## src/rtl/aes_mem_sched_pkg.sv

```systemverilog
// Shared constants and types for the AES memory scheduler.
// Contents: memory/AES geometry, derived widths, scheduler state enum and
// a base-address range check used when a start request is accepted.
package aes_mem_sched_pkg;

    localparam int DATA_WIDTH = 32;
    localparam int MEM_DEPTH  = 64;
    localparam int ADDR_WIDTH = $clog2(MEM_DEPTH);
    localparam int N          = 128;
    localparam int Nr         = 10;
    localparam int WPB        = N / DATA_WIDTH;
    localparam int ROUND_W    = $clog2(Nr + 1);
    localparam int WIDX_W     = $clog2(WPB);
    localparam int MAX_BASE   = MEM_DEPTH - WPB;

    typedef enum logic [2:0] {
        IDLE,
        RD,
        DRAIN,
        LOAD,
        ROUND,
        CAPT,
        WR,
        DONE
    } sched_state_e;

    // A block base is legal only if all WPB words fit without wrapping.
    function automatic logic base_ok(input logic [ADDR_WIDTH-1:0] base);
        return base <= ADDR_WIDTH'(MAX_BASE);
    endfunction

endpackage

```

## src/rtl/aes_mem_sched_if.sv

```systemverilog
// Memory and AES-core bus between the scheduler and the datapath.
// master: scheduler side (drives strobes/address/write data/core controls,
//         receives read data and core state).
// slave : datapath side (memory + round-based AES core).
interface aes_mem_sched_if import aes_mem_sched_pkg::*; ();

    logic                  mem_rd_en;
    logic                  mem_wr_en;
    logic [ADDR_WIDTH-1:0] mem_addr;
    logic [DATA_WIDTH-1:0] mem_wr_data;
    logic [DATA_WIDTH-1:0] mem_rd_data;
    logic                  aes_load;
    logic [N-1:0]          aes_state_in;
    logic                  aes_round_en;
    logic [ROUND_W-1:0]    aes_round_idx;
    logic                  aes_last_round;
    logic [N-1:0]          aes_state_out;

    modport master (
        output mem_rd_en, mem_wr_en, mem_addr, mem_wr_data,
        output aes_load, aes_state_in, aes_round_en, aes_round_idx, aes_last_round,
        input  mem_rd_data, aes_state_out
    );

    modport slave (
        input  mem_rd_en, mem_wr_en, mem_addr, mem_wr_data,
        input  aes_load, aes_state_in, aes_round_en, aes_round_idx, aes_last_round,
        output mem_rd_data, aes_state_out
    );

endinterface

```

## src/rtl/aes_mem_sched_word_packer.sv

```systemverilog
// aes_word_packer: gathers 32-bit memory words into a 128-bit block (word 0
// ends up as the MSW) and scatters a captured 128-bit result into words.
// Ports:
//   clk, rst    clock, async active-high reset
//   shift_en    shift word_in into the low end of the gather register
//   word_in     read word to gather
//   block_next  gather register with word_in appended (complete block on last shift)
//   capt_en     latch result_in into the result buffer
//   result_in   128-bit core state
//   word_idx    which result word to present, 0 = MSW
//   word_out    selected result word
module aes_word_packer
    import aes_mem_sched_pkg::*;
(
    input  logic                  clk,
    input  logic                  rst,
    input  logic                  shift_en,
    input  logic [DATA_WIDTH-1:0] word_in,
    output logic [N-1:0]          block_next,
    input  logic                  capt_en,
    input  logic [N-1:0]          result_in,
    input  logic [WIDX_W-1:0]     word_idx,
    output logic [DATA_WIDTH-1:0] word_out
);

    logic [N-1:0] gather_q;
    logic [N-1:0] result_q;

    assign block_next = {gather_q[N-DATA_WIDTH-1:0], word_in};
    assign word_out   = result_q[N-1-DATA_WIDTH*int'(word_idx) -: DATA_WIDTH];

    always_ff @(posedge clk or posedge rst) begin
        if (rst) begin
            gather_q <= '0;
            result_q <= '0;
        end else begin
            if (shift_en) gather_q <= block_next;
            if (capt_en)  result_q <= result_in;
        end
    end

endmodule

```

## src/rtl/aes_mem_sched.sv

```systemverilog
// aes_mem_sched: runs one AES-128 encryption between the shared register
// memory and the round-based core: gather 4 words, load, Nr rounds, capture,
// scatter 4 words, pulse done.
// Ports:
//   clk, rst            clock, async active-high reset
//   start               one-cycle request (honoured in IDLE only)
//   src_addr, dst_addr  first plaintext / ciphertext word address
//   busy                high while an operation is in flight (through DONE)
//   done                one-cycle completion pulse
//   err                 one-cycle pulse after a rejected start
//   bus                 memory + AES core bus (master side)
//
// state | meaning
// IDLE  | waiting for start
// RD    | read src+k, k=0..WPB-1
// DRAIN | last read word returns
// LOAD  | present gathered block to core
// ROUND | core rounds 1..Nr
// CAPT  | latch core result
// WR    | write dst+k, k=0..WPB-1
// DONE  | completion pulse
module aes_mem_sched
    import aes_mem_sched_pkg::*;
(
    input  logic                  clk,
    input  logic                  rst,
    input  logic                  start,
    input  logic [ADDR_WIDTH-1:0] src_addr,
    input  logic [ADDR_WIDTH-1:0] dst_addr,
    output logic                  busy,
    output logic                  done,
    output logic                  err,
    aes_mem_sched_if.master       bus
);

    sched_state_e          state, state_nxt;
    logic [ROUND_W-1:0]    tmr, tmr_nxt;
    logic [ADDR_WIDTH-1:0] src_q, dst_q;
    logic [N-1:0]          state_in_q;
    logic [N-1:0]          block_next;
    logic [DATA_WIDTH-1:0] word_out;
    logic [WIDX_W-1:0]     widx;
    logic                  accept;

    // Down-counter runs WPB-1..0 in RD/WR; word index counts up from it.
    assign widx   = WIDX_W'(WPB - 1) - tmr[WIDX_W-1:0];
    assign accept = (state == IDLE) && start && base_ok(src_addr) && base_ok(dst_addr);

    aes_word_packer u_packer (
        .clk        (clk),
        .rst        (rst),
        .shift_en   (((state == RD) && (widx != '0)) || (state == DRAIN)),
        .word_in    (bus.mem_rd_data),
        .block_next (block_next),
        .capt_en    (state == CAPT),
        .result_in  (bus.aes_state_out),
        .word_idx   (widx),
        .word_out   (word_out)
    );

    always_ff @(posedge clk or posedge rst) begin
        if (rst) begin
            state      <= IDLE;
            tmr        <= '0;
            src_q      <= '0;
            dst_q      <= '0;
            err        <= 1'b0;
            state_in_q <= '0;
        end else begin
            state <= state_nxt;
            tmr   <= tmr_nxt;
            err   <= (state == IDLE) && start && !accept;
            if (accept) begin
                src_q <= src_addr;
                dst_q <= dst_addr;
            end
            // Separate hold register keeps aes_state_in stable while the
            // gather register refills during the next operation.
            if (state == DRAIN) state_in_q <= block_next;
        end
    end

    always_comb begin
        state_nxt = state;
        tmr_nxt   = (tmr != '0) ? tmr - 1'b1 : tmr;
        case (state)
            IDLE: begin
                if (accept) begin
                    state_nxt = RD;
                    tmr_nxt   = ROUND_W'(WPB - 1);
                end
            end
            RD:    if (tmr == '0) state_nxt = DRAIN;
            DRAIN: state_nxt = LOAD;
            LOAD: begin
                state_nxt = ROUND;
                tmr_nxt   = ROUND_W'(Nr - 1);
            end
            ROUND: if (tmr == '0) state_nxt = CAPT;
            CAPT: begin
                state_nxt = WR;
                tmr_nxt   = ROUND_W'(WPB - 1);
            end
            WR:    if (tmr == '0) state_nxt = DONE;
            DONE:  state_nxt = IDLE;
            default: state_nxt = IDLE;
        endcase
    end

    always_comb begin
        busy               = (state != IDLE);
        done               = (state == DONE);
        bus.mem_rd_en      = (state == RD);
        bus.mem_wr_en      = (state == WR);
        bus.mem_addr       = '0;
        bus.mem_wr_data    = '0;
        bus.aes_load       = (state == LOAD);
        bus.aes_state_in   = state_in_q;
        bus.aes_round_en   = (state == ROUND);
        bus.aes_round_idx  = '0;
        bus.aes_last_round = (state == ROUND) && (tmr == '0);
        if (state == RD) bus.mem_addr = src_q + ADDR_WIDTH'(widx);
        if (state == WR) begin
            bus.mem_addr    = dst_q + ADDR_WIDTH'(widx);
            bus.mem_wr_data = word_out;
        end
        if (state == ROUND) bus.aes_round_idx = ROUND_W'(Nr) - tmr;
    end

endmodule

```

## src/flat_wrapper.sv

```systemverilog
// flat-port wrapper written by rule: the top's interface ports become plain ports
module aes_mem_sched_flat import aes_mem_sched_pkg::*;
  (clk, rst, start, src_addr, dst_addr, busy, done, err, bus_mem_rd_en, bus_mem_wr_en, bus_mem_addr, bus_mem_wr_data, bus_aes_load, bus_aes_state_in, bus_aes_round_en, bus_aes_round_idx, bus_aes_last_round, bus_mem_rd_data, bus_aes_state_out);
  aes_mem_sched_if bus_i ();
  input  logic clk;
  input  logic rst;
  input  logic start;
  input  logic [ADDR_WIDTH-1:0] src_addr;
  input  logic [ADDR_WIDTH-1:0] dst_addr;
  output logic busy;
  output logic done;
  output logic err;
  output wire logic [$bits(bus_i.mem_rd_en)-1:0] bus_mem_rd_en;
  output wire logic [$bits(bus_i.mem_wr_en)-1:0] bus_mem_wr_en;
  output wire logic [$bits(bus_i.mem_addr)-1:0] bus_mem_addr;
  output wire logic [$bits(bus_i.mem_wr_data)-1:0] bus_mem_wr_data;
  output wire logic [$bits(bus_i.aes_load)-1:0] bus_aes_load;
  output wire logic [$bits(bus_i.aes_state_in)-1:0] bus_aes_state_in;
  output wire logic [$bits(bus_i.aes_round_en)-1:0] bus_aes_round_en;
  output wire logic [$bits(bus_i.aes_round_idx)-1:0] bus_aes_round_idx;
  output wire logic [$bits(bus_i.aes_last_round)-1:0] bus_aes_last_round;
  input wire logic [$bits(bus_i.mem_rd_data)-1:0] bus_mem_rd_data;
  input wire logic [$bits(bus_i.aes_state_out)-1:0] bus_aes_state_out;
  assign bus_mem_rd_en = bus_i.mem_rd_en;
  assign bus_mem_wr_en = bus_i.mem_wr_en;
  assign bus_mem_addr = bus_i.mem_addr;
  assign bus_mem_wr_data = bus_i.mem_wr_data;
  assign bus_aes_load = bus_i.aes_load;
  assign bus_aes_state_in = bus_i.aes_state_in;
  assign bus_aes_round_en = bus_i.aes_round_en;
  assign bus_aes_round_idx = bus_i.aes_round_idx;
  assign bus_aes_last_round = bus_i.aes_last_round;
  assign bus_i.mem_rd_data = bus_mem_rd_data;
  assign bus_i.aes_state_out = bus_aes_state_out;
  aes_mem_sched u_core (.clk(clk), .rst(rst), .start(start), .src_addr(src_addr), .dst_addr(dst_addr), .busy(busy), .done(done), .err(err), .bus(bus_i));
endmodule
```

## config.mk

```make
export PLATFORM = sky130hd
export DESIGN_NAME = aes_mem_sched_flat
export DESIGN_NICKNAME = d
export VERILOG_FILES = /design/src/rtl/aes_mem_sched_pkg.sv /design/src/rtl/aes_mem_sched_if.sv /design/src/rtl/aes_mem_sched_word_packer.sv /design/src/rtl/aes_mem_sched.sv /design/src/flat_wrapper.sv
export SDC_FILE = /design/constraint.sdc
export NUM_CORES = 1
export LEC_CHECK = 0
export ABC_CLOCK_PERIOD_IN_PS = 11000
export BUFFER_PORTS_ARGS = -buffer_cell sky130_fd_sc_hd__buf_4
export CAP_MARGIN = 20
export CELL_PAD_IN_SITES_DETAIL_PLACEMENT = 0
export CELL_PAD_IN_SITES_GLOBAL_PLACEMENT = 1
export CORE_ASPECT_RATIO = 1.25
export CORE_UTILIZATION = 39
export DETAILED_ROUTE_END_ITERATION = 8
export PLACE_DENSITY = 0.78
export REMOVE_ABC_BUFFERS = 1
export SYNTH_ARGS = -nofsm -noshare
export SYNTH_HDL_FRONTEND = slang
export SYNTH_SLANG_ARGS = --single-unit
```

## constraint.sdc

```tcl
create_clock -name clk -period 11 [get_ports clk]
set_input_delay 1.1 -clock clk [delete_from_list [all_inputs] [get_ports clk]]
set_output_delay 1.1 -clock clk [all_outputs]
set_load 0.02 [all_outputs]
```

==> metrics.md <==
| Metric | Value |
|---|---|
| Outcome | finished with violations |
| Failing checks | DRC |
| Simple logic cell fraction of the synthesized area | 12.3% |
| Die ar. | 40100 µm² |
| I/O Pins | 353 |
| Max Freq | 257 MHz |
| Die width | 179 µm |
| Worst path top cell family by delay | buffers and inverters |
| Clock slew at reported path FFs | 0.06 ns |
| XOR/XNOR Fraction of Synth Area | 0.629% |
| Most used cell, CP | inv_1 |
| Data required time at the worst endpoint | 9.90 ns |
| Synth top area share | 60.8% |
| Async set or reset register ratio after synthesis | 100% |
| Tot Pwr | 6.45 mW |
| Vias per inst | 4.86 |
| Flops & latches, synth | 372 |
| Average wire per standard cell | 17.7 µm |
| CTS Hold Bufs | 0 |
| Leakage Power | 9.59 nW |
| Slew Limit Fails | 0 |
| Setup WS post-layout | 7.10 ns |
| CTS buffer count | 39 |
| FP Rows | 80 |
| Util after Layout | 51.3% |
| Die height | 224 µm |
| Syn Area/Cell | 12.5 µm² |
| Finished Cell Area | 19700 µm² |
| Slowest-stage cell, CP | inv_1 |
| Grt ovf | 0 |
| Top cell type by total area after synthesis | dfrtp_1 |
| Via count | 10100 |
| Setup TNS | 0 ns |
| Endpoints failing setup | 0 |
| CP max stage delay | 0.67 ns |
| Core Area | 38400 µm² |
| Final ANT Viol Nets | 0 |
| Commonest cells post-synth | nand2_1, dfrtp_1, mux2_2, and2_1, buf_2 |
| Sequential area share after synthesis | 60.8% |
| Critical Path, Cell by Cell | inv_1 -> or2_2 -> inv_1 -> and2_1 -> buf_4 |
| Vias in the first global route | 10500 |
| Cells after Synth | 1223 |
| Clock Latency Late Sink | 0.53 ns |
| CTS Root Cell | clkbuf_16 |
| Ys Warns | 0 |
| Crit. End Element | output pin |
| DRT iter0 DRCs | 521 |
| Tcrit/Tclk final | 35.4% |
| Power per Cell Area | 327 nW/µm² |
| Nets | 1744 |
| GPL Wtd Cong | 0.849 |
| Max_slew headroom | 27.1% |
| Placed Area | 18400 µm² |
| Clock tree buffer depth | 3 |
| Number of buffers added on ports | 352 |
| Yosys cell types | 35 |
| Initial antenna violation count | 6 |
| H-tree levels | 2 |
| WS Path Type | reg -> out |
| Routed wire length | 36900 µm |
| Adder and majority gate portion of the synthesized area | 0.833% |
| Area grow syn2layout | 28.6% |
| Remaining DRCs | 36 |
| Resize count post-CTS | 0 |
| RSZ-0062 raised after global routing | no |
| Drt pass-1 iters | 7 |
| Final hold vios | 0 |
| Post-place setup slack | 7.65 ns |
| Post-synthesis compound-gate area fraction | 0.760% |
| Global Route Usage Sum | 18.5% |
| Pin count of the biggest net entering global routing | 129 |
| CTS sink count | 372 |
| EDFF count, synth | 0 |
| Synth Flop Type | dfrtp_1 |
| Final min period | 3.90 ns |
| CTS tree | done |
| CP Buf/Inv Count | 3 |
| Worst-Margin Slew | 1.09 ns |
| Worst min path class | reg -> reg |
| Top post-synthesis cells by area | dfrtp_1, mux2_2, nand2_1 |
| Initial Util | 39.9% |
| Count leader, synth | nand2_1 |
| Critical path fanouts, max | 34 |
| Fraction of layout instances using a drive strength above 1 | 44.3% |
| Critical Path AT | 2.80 ns |
| Synth Cell Area | 15300 µm² |
| Max Cap Viol | 0 |
| Post-synthesis mux area share | 22.3% |
| Largest family of logic cells by synthesized area | multiplexers |
| VDD IR-drop max | 0.178 mV |
| Post-Route Skew | 0.0130 ns |
| First-pass GRT wire length | 57800 µm |
| Detailed Place HPWL | 25100 µm |
| Setup bufs post-CTS | 0 |
| CP startpoint kind | register |
[area by class of cell]
type                       instances  area (µm²)
fill                            3416       18700
sequential                       372        9310
multi-input combinational        770        5670
timing repair buffer             364        2770
clock buffer                      60        1180
tap                              492         616
clock inverter                     7        82.6
inverter                          13        56.3
antenna                            4        10.0
[per-stage QoR]
step / hold slack (ns) / cells
finish: 0.468 / 2082
CTS: 0.472 / 2076
detailed placement: 0.458 / 2009
global route: 0.490 / 2082
floorplan: 0.440 / 1155
global placement: 0.453 / 2009
[final timing paths]
check	start	endpoint	slack, ns	depth (start not counted)
worst min-delay path	u_core.u_packer.result_q[91]	u_core.u_packer.result_q[91]	0.47	2
worst min register to register	u_core.u_packer.result_q[91]	u_core.u_packer.result_q[91]	0.47	2
min in group asynchronous	rst	u_core.src_q[4]	0.77	2
worst max register to register	u_core.state[0]	u_core.bus.aes_state_in[92]	7.99	5
max in group asynchronous	rst	u_core.u_packer.result_q[3]	8.73	3
worst max-delay path	u_core.state[2]	bus_mem_wr_data[22]	7.10	5
[state kept, by name, summed over array words and instances, names as in the netlist]
name                      count
u_core.bus.aes_state_in     128
u_core.dst_q                  6
u_core.err                    1
u_core.src_q                  6
u_core.state                  3
u_core.tmr                    4
u_core.u_packer.gather_q     96
u_core.u_packer.result_q    128
[layout by cell type (no fill, tap or decap), types with 3 or more instances in the layout]
master and n:
nor2_1 13, diode_2 4, buf_4 362, clkbuf_16 39, o22ai_1 5, xor2_1 6
clkbuf_1 8, or3_1 3, clkinv_2 4, mux4_2 32, nand2_1 396, nand4_1 5
o21ai_0 3, ha_1 7, clkbuf_8 13, xnor2_1 5, inv_1 12, dfrtp_1 370
mux2_4 9, and2_1 33, mux2_2 228
[per-layer routing]
layer	up-vias	GRT usage [%]	wire length (µm)
met5	-	0	23
met4	4	7.56	1290
met3	71	3.85	1950
met2	242	31.4	19100
met1	5063	22.6	14500
li1	4733	-	-
[power by group]
part,internal [mW],switching [mW]
Combinational,1.34,1.34
Sequential,2.08,0.409
Clock,0.764,0.525
Total,4.18,2.27
[kinds of logic (layout without fill, tap and decap cells)]
| logic type | count (synthesis) | in the layout |
|---|---|---|
| adder cells (fa/ha/maj) | 9 | 9 |
| other | 0 | 4 |
| AO/OA/AOI/OAI | 17 | 17 |
| AND/OR/NAND/NOR | 464 | 464 |
| buffers and inverters | 81 | 444 |
| XOR/XNOR | 11 | 11 |
| multiplexers | 269 | 269 |
| flip-flops | 372 | 372 |
[worst min-delay path, cell delays in order, from the launching register on]
cell	delay [ns]
dfrtp_1	0.34
nand2_1	0.05
nand2_1	0.05
Power figures use the tool's default switching activity.
